`config.mk`:
```
export PLATFORM = sky130hd
export DESIGN_NAME = dequantization_unit
export DESIGN_NICKNAME = d
export VERILOG_FILES = /design/src/rtl/dequant_pkg.sv /design/src/rtl/dequant_saturate.sv /design/src/rtl/dequantization_unit.sv
export SDC_FILE = /design/constraint.sdc
export NUM_CORES = 1
export LEC_CHECK = 0
export ABC_AREA = 1
export CAP_MARGIN = 20
export CORE_ASPECT_RATIO = 1.75
export CORE_MARGIN = 2
export CORE_UTILIZATION = 58
export DETAILED_ROUTE_END_ITERATION = 10
export GPL_TIMING_DRIVEN = 1
export PLACE_DENSITY = 0.79
export SLEW_MARGIN = 20
export SYNTH_ARGS = -nofsm -noshare
export SYNTH_HDL_FRONTEND = slang
export SYNTH_SLANG_ARGS = --single-unit
```
`constraint.sdc`:
```
create_clock -name clk -period 8.4 [get_ports clk]
set_clock_uncertainty 0.05 [all_clocks]
set_input_delay 1.26 -clock clk [delete_from_list [all_inputs] [get_ports clk]]
set_output_delay 1.26 -clock clk [all_outputs]
set_load 0.01 [all_outputs]
```
`src/rtl/dequant_pkg.sv`:
```
// Shared widths and clamp limits for the dequantization datapath.
package dequant_pkg;

    localparam int unsigned Q_W     = 8;
    localparam int unsigned ACC_W   = 24;
    localparam int unsigned SCALE_W = 16;
    localparam int unsigned SHIFT_W = 4;

    // Product of (q - zp) and scale, and that product after the maximum left shift.
    localparam int unsigned PROD_W  = Q_W + SCALE_W + 1;
    localparam int unsigned SHL_W   = PROD_W + (2 ** SHIFT_W) - 1;

    localparam logic signed [SHL_W-1:0] ACC_MAX = SHL_W'((64'sd1 <<< (ACC_W - 1)) - 64'sd1);
    localparam logic signed [SHL_W-1:0] ACC_MIN = ~ACC_MAX;

endpackage

```
`src/rtl/dequant_saturate.sv`:
```
// Combinational clamp of the shifted product into the signed accumulator range.
module dequant_saturate
    import dequant_pkg::*;
(
    input  logic signed [SHL_W-1:0] value,
    output logic        [ACC_W-1:0] result,
    output logic                    clamped
);

    always_comb begin
        result  = ACC_W'(value);
        clamped = 1'b0;
        if (value > ACC_MAX) begin
            result  = ACC_W'(ACC_MAX);
            clamped = 1'b1;
        end else if (value < ACC_MIN) begin
            result  = ACC_W'(ACC_MIN);
            clamped = 1'b1;
        end
    end

endmodule

```
`src/rtl/dequantization_unit.sv`:
```
// Two-stage valid/ready dequantizer: (q - zp) * scale <<< shift, clamped to ACC_W.
// Optional sticky saturation flag enabled by DEQUANT_SAT_FLAG_EN.
module dequantization_unit
    import dequant_pkg::*;
(
    input  logic               clk,
    input  logic               rst,
    input  logic               cfg_load,
    input  logic [SCALE_W-1:0] cfg_scale,
    input  logic [Q_W-1:0]     cfg_zero_point,
    input  logic [SHIFT_W-1:0] cfg_shift,
    input  logic               in_valid,
    output logic               in_ready,
    input  logic [Q_W-1:0]     in_data,
    output logic               out_valid,
    input  logic               out_ready,
    output logic [ACC_W-1:0]   out_data
`ifdef DEQUANT_SAT_FLAG_EN
    ,
    output logic               sat_flag
`endif
);

    logic [SCALE_W-1:0] scale_q;
    logic [Q_W-1:0]     zp_q;
    logic [SHIFT_W-1:0] shift_q;

    logic                     advance;
    logic signed [PROD_W-1:0] diff_c;
    logic signed [PROD_W-1:0] scale_c;
    logic signed [PROD_W-1:0] prod_c;

    logic                     s1_valid;
    logic signed [PROD_W-1:0] s1_prod;
    logic [SHIFT_W-1:0]       s1_shift;

    logic signed [SHL_W-1:0]  shifted_c;
    logic [ACC_W-1:0]         sat_data_c;
    logic                     clamped_c;

    // Whole pipeline moves together whenever the output slot is free or being drained.
    assign advance  = !out_valid || out_ready;
    assign in_ready = advance;

    // Zero-extended operands keep the 25-bit signed product exact.
    assign diff_c  = $signed(PROD_W'(in_data)) - $signed(PROD_W'(zp_q));
    assign scale_c = $signed(PROD_W'(scale_q));
    assign prod_c  = diff_c * scale_c;

    // Config resets to identity so an unconfigured unit passes q straight through.
    always_ff @(posedge clk or negedge rst) begin
        if (!rst) begin
            scale_q <= SCALE_W'(1);
            zp_q    <= '0;
            shift_q <= '0;
        end else if (cfg_load) begin
            scale_q <= cfg_scale;
            zp_q    <= cfg_zero_point;
            shift_q <= cfg_shift;
        end
    end

    // Stage 1: product plus the shift that belongs to this beat's config.
    always_ff @(posedge clk or negedge rst) begin
        if (!rst) begin
            s1_valid <= 1'b0;
            s1_prod  <= '0;
            s1_shift <= '0;
        end else if (advance) begin
            s1_valid <= in_valid;
            s1_prod  <= prod_c;
            s1_shift <= shift_q;
        end
    end

    assign shifted_c = SHL_W'(s1_prod) <<< s1_shift;

    dequant_saturate u_saturate (
        .value   (shifted_c),
        .result  (sat_data_c),
        .clamped (clamped_c)
    );

    // Stage 2: clamped result held stable while the consumer stalls.
    always_ff @(posedge clk or negedge rst) begin
        if (!rst) begin
            out_valid <= 1'b0;
            out_data  <= '0;
        end else if (advance) begin
            out_valid <= s1_valid;
            if (s1_valid) begin
                out_data <= sat_data_c;
            end
        end
    end

`ifdef DEQUANT_SAT_FLAG_EN
    // A clamp landing on the same edge as cfg_load takes priority over the clear.
    always_ff @(posedge clk or negedge rst) begin
        if (!rst) begin
            sat_flag <= 1'b0;
        end else if (advance && s1_valid && clamped_c) begin
            sat_flag <= 1'b1;
        end else if (cfg_load) begin
            sat_flag <= 1'b0;
        end
    end
`else
    logic clamped_unused;
    assign clamped_unused = clamped_c;
`endif

endmodule

```
Yosys cells after proc, flatten, opt, wreduce, memory -nomap -nowiden
Index checks and enable logic that the tools add are counted.
{ "totals": {"regBits": 83, "in_bits": 41, "out_inout_bits": 26} }
{ "classes": {"n_addsub": 1, "multipliers": 1, "n_lt_le_gt_ge": 2, "shift": 1, "n_mux": 2, "n_reduce_logical": 3} }
{ "op_table": {"columns": ["op", "count"], "rows": [
  ["two-way mux 24 bit", 2],
  ["greater-than comparator 40 x 24 -> 1 bit (second input constant)", 1],
  ["< comparator 40 x 24 -> 1 bit (second input constant)", 1],
  ["<<< shifter 25 x 4 -> 40 bit", 1],
  ["multiplier 9 x 17 -> 25 bit", 1],
  ["subtractor 8 x 8 -> 9 bit", 1],
  ["AND reduction 2 bit", 1],
  ["logical NOT 1 bit", 1],
  ["logical OR 1 bit", 1]
]} }

Depth between registers and ports, before layout
{ "logic_depth": {"depth_word": 4, "mapped_depth": 35} }

By module
From an unflattened synthesis, not the netlist that was laid out.
{ "hier_totals": {"cells_unflattened": 1327, "hier_area_um2": 9783.1} }
{ "by_module_without_submodules": {"columns": ["module", "n_inst", "cells_per_inst", "area_each_um2", "seq_area_each_um2"], "rows": [
  ["dequantization_unit", 1, 1243, 9426.5, 2078.2],
  ["dequant_saturate", 1, 84, 356.6, 0.0]
]} }

Least setup slack after synthesis
No wires, ideal clock.
{ "synth_timing": {"kind": "input-to-reg", "from": "input in_data[2]", "to": "register s1_prod[19]", "setup_time_ns": 0.119, "arrival_time_ns": 7.017, "path_slack_ns": 1.214, "cell_stages": 27, "path_cell_list": "ha_1 > nand2_1 > o21ai_0 > a21oi_1 > o21bai_1 > xor2_1 > buf_2 > nor2_1 > fa_1 > inv_1 > fa_1 > inv_1 > fa_1 > fa_1 > inv_1 > fa_1 > inv_1 > ha_1 > a21oi_1 > o21ai_0 > a21oi_1 > o21ai_0 > a21oi_1 > inv_1 > or2_2 > nand3_1 > nand2_1"} }
{ "synth_via": {"elab_chain_len": 2} }
{ "synth_rtl": {"columns": ["item", "line_no", "rtl"], "rows": [
  ["from (decl)", "dequantization_unit.sv:14", "input logic [Q_W-1:0] in_data,"],
  ["subtractor 8 x 8 -> 9 bit", "dequantization_unit.sv:46", "assign diff_c = $signed(PROD_W'(in_data)) - $signed(PROD_W'(zp_q));"],
  ["multiplier 9 x 17 -> 25 bit", "dequantization_unit.sv:48", "assign prod_c = diff_c * scale_c;"],
  ["to (signal assigned)", "dequantization_unit.sv:71", "s1_prod <= prod_c;"],
  ["to (decl)", "dequantization_unit.sv:34", "logic signed [PROD_W-1:0] s1_prod;"]
]} }
Every way passes these cells.
A chain may end at the register's enable or synchronous reset.

Worst setup path in the final report
{ "layout_timing": {"from": "input in_data[0]", "to": "register s1_prod[19]"} }
Same word-level chain as after synthesis.

==> key figures <==
Run status
  • Status: completed

Floorplanning
  • Core area: 16290 µm²
  • Die width: 101.1 µm
  • Core Rows: 62
  • Num ports: 67
  • Initial Util: 0.5873
  • Die ar.: 17580 µm²
  • Chip height: 173.9 µm

Place
  • Final GP Congestion: 0.9506
  • Cell Area, Placed: 10260 µm²
  • Detailed placement HPWL: 19.51 mm
  • Placed Cells: 1496
  • # port buffers: 66

Cells and area
  • Post-route cell area: 10620 µm²
  • Commonest cells after routing, fill and taps aside: 379 x nand2_1, 159 x inv_1, 127 x nor2_1
  • Most common cell after layout, fill and taps aside: nand2_1
  • Register area: 2078 µm²
  • Layout Cells excl Fill: 1512
  • Nets: 1530
  • Diode count: 0
  • Filler cell count: 1450
  • Area growth syn-to-layout: 10.97%
  • Area of the multi-input gates: 6579 µm²
  • Layout cells sized above 1: 0.05682

Clocking
  • Post_cts resized: 0
  • Clk sinks: 83
  • CTS Buf Count: 9
  • Root Driver: clkbuf_16
  • Clock Latency Late Sink: 0.36 ns
  • H-tree lvl count: 3
  • Clock slew at reported path FFs: 0.07 ns
  • # hold bufs at CTS: 0
  • Number of setup buffers added after CTS: 0
  • CTS tree: yes
  • Clock Tree Buf Depth: 2

Global routing
  • GR Util All Layers: 0.2901
  • Largest net degree at the start of global routing: 56
  • First-pass GRT wire length: 40.13 mm
  • Initial antenna violation count: 0
  • Vias in the first global route: 8784
  • Grt total ovfl: 0

Synth
  • Avg Cell Area, Syn: 7.492 µm²
  • Post-Synthesis Cells: 1277
  • Number of flops mapped to enable cells by yosys: 0
  • Count of different cell masters after synthesis: 40
  • Fraction of registers with async set/reset: 1.000
  • Primary FF master, synth: dfrtp_1
  • Synthesized cell area: 9567 µm²
  • Net Count, Synth: 1492
  • Synth warn: 0
  • Sequential share of the synthesized area: 0.2172
  • Seq cells post-synth: 83

STA
  • TNS Setup: 0 ns
  • Crit share post-route: 0.9226
  • Final-report setup violation count: 0
  • WHS: 0.4158 ns
  • Hold Vio Cnt, Final: 0
  • RSZ-0062 raised after global routing: no
  • F_max: 129.0 MHz
  • Slew margin rel.: 0.2964
  • Worst-Margin Slew: 1.055 ns
  • Post-layout min period: 7.750 ns
  • Slew Limit Fails: 0

Worst setup path
  • Worst Setup SP: in_data[0]
  • Worst EP arrival: 7.94 ns
  • Worst Reg-to-Reg Cells: 30
  • CP Capture Type: flop
  • Critical path launch point type: input port
  • Setup slack, reg-to-reg: 1.63 ns
  • Crit path required time: 8.59 ns
  • RR Startpoint: zp_q[1]$_DFFE_PN0P_
  • Worst R2R End: s1_prod[19]$_DFFE_PN0N_
  • Critical path class: in -> reg
  • Critical path fanouts, max: 15
  • End point of the critical path: s1_prod[19]$_DFFE_PN0N_

Route
  • DR iter-0 viols: 373
  • Via density: 5.533
  • 1st-pass router iterations: 5
  • Per-cell routed wire length: 15.64 µm
  • Antenna-violating nets left: 0
  • Drt drc: 0
  • Routed wire length: 23.66 mm
  • Via count: 8366

Run
  • Max_cap viols: 0

Hold path
  • Hold Crit Class: reg -> reg
-- worst min path at each step --
stage,from,endpoint,slack [ns],depth (start not counted)
2_1_floorplan,s1_valid$_DFFE_PN0N_,out_valid$_DFFE_PN0N_,0.38,2
3_3_place_gp,s1_valid$_DFFE_PN0N_,out_valid$_DFFE_PN0N_,0.40,2
3_5_place_dp,s1_valid$_DFFE_PN0N_,out_valid$_DFFE_PN0N_,0.41,2
4_1_cts,s1_valid$_DFFE_PN0N_,out_valid$_DFFE_PN0N_,0.42,2
5_1_grt,out_data[21]$_DFFE_PN0P_,out_data[21]$_DFFE_PN0P_,0.44,2
6_report,s1_valid$_DFFE_PN0N_,out_valid$_DFFE_PN0N_,0.42,2
-- area by class of cell --
type / instances / area share
tap: 192 / 0.02263
clock buffer: 9 / 0.02121
clock inverter: 7 / 0.01202
timing repair buffer: 79 / 0.07071
multi-input combinational: 980 / 0.6197
inverter: 162 / 0.05798
sequential: 83 / 0.1958
-- kinds of logic (layout without fill, tap and decap cells) --
kind of cell | count (synthesis) | in the layout | synth area share
xor gates and xnor gates | 15 | 15 | 0.01373
AOI/OAI and AO/OA | 150 | 150 | 0.08331
and+or+nand+nor | 635 | 635 | 0.2779
buffers and inverters | 214 | 257 | 0.09534
DFF | 83 | 83 | 0.2172
muxes | 6 | 6 | 0.006409
adders and majority gates | 174 | 174 | 0.3060
-- sequential cells by signal, summed over array words and instances, names as in the netlist --
| signal | count |
|---|---|
| s1_prod | 25 |
| out_data | 24 |
| scale_q | 16 |
| zp_q | 8 |
| s1_shift | 4 |
| shift_q | 4 |
| out_valid | 1 |
| s1_valid | 1 |
-- worst max-delay path, stage by stage --
cell and delay [ns]:
clkdlybuf4s50_1 0.45, inv_1 0.05, ha_1 0.20, fa_1 0.39
nand3b_1 0.18, nand2_1 0.16, xor2_1 0.10, inv_1 0.40
nor2_1 0.12, fa_1 0.52, inv_1 0.06, fa_1 0.47
inv_1 0.06, fa_1 0.50, fa_1 0.54, inv_1 0.05
fa_1 0.50, inv_1 0.04, ha_1 0.34, a21oi_1 0.20
o21ai_0 0.16, a21oi_1 0.29, o21ai_0 0.24, a21oi_1 0.17
inv_1 0.06, or2_2 0.26, nand3_1 0.07, nand2_1 0.08
-- metrics by stage --
step / utilization / worst slack [ns]
after floorplan: - / 1.214
after global placement: 0.6300 / 0.4866
after detailed placement: 0.6300 / 0.3366
after CTS: 0.6517 / 0.7109
after global routing: 0.6517 / 0.1324
final: 0.6517 / 0.6504
-- Yosys cell counts, types with 3 or more instances --
library cell / number / area (µm²)
nor3_1: 3 / 15.01
buf_4: 4 / 30.03
inv_1: 159 / 596.8
dfrtp_1: 82 / 2052
clkbuf_1: 25 / 93.84
nand2_1: 379 / 1423
nand4_1: 6 / 37.54
nor2_1: 128 / 480.5
fa_1: 100 / 2002
nand3_1: 78 / 390.4
o21ai_0: 96 / 480.5
a21oi_1: 34 / 170.2
mux2i_1: 5 / 50.05
a31oi_1: 10 / 62.56
xnor2_1: 6 / 52.55
or2_2: 9 / 56.30
buf_6: 7 / 78.83
nand3_2: 13 / 130.1
xor2_1: 9 / 78.83
buf_2: 14 / 70.07
nand2_2: 12 / 75.07
ha_1: 74 / 925.9
-- metal layers --
metal / global-route usage / up-vias / wire [µm]
li1: - / 4079 / -
met1: 0.2838 / 3942 / 8104
met2: 0.5408 / 242 / 13020
met3: 0.03619 / 103 / 716
met4: 0.2027 / 0 / 1815
met5: 0 / - / 0
Power is left out: the tool's default activity adds up to more than one toggle a clock period on the data nets, which glitch-free logic cannot reach.
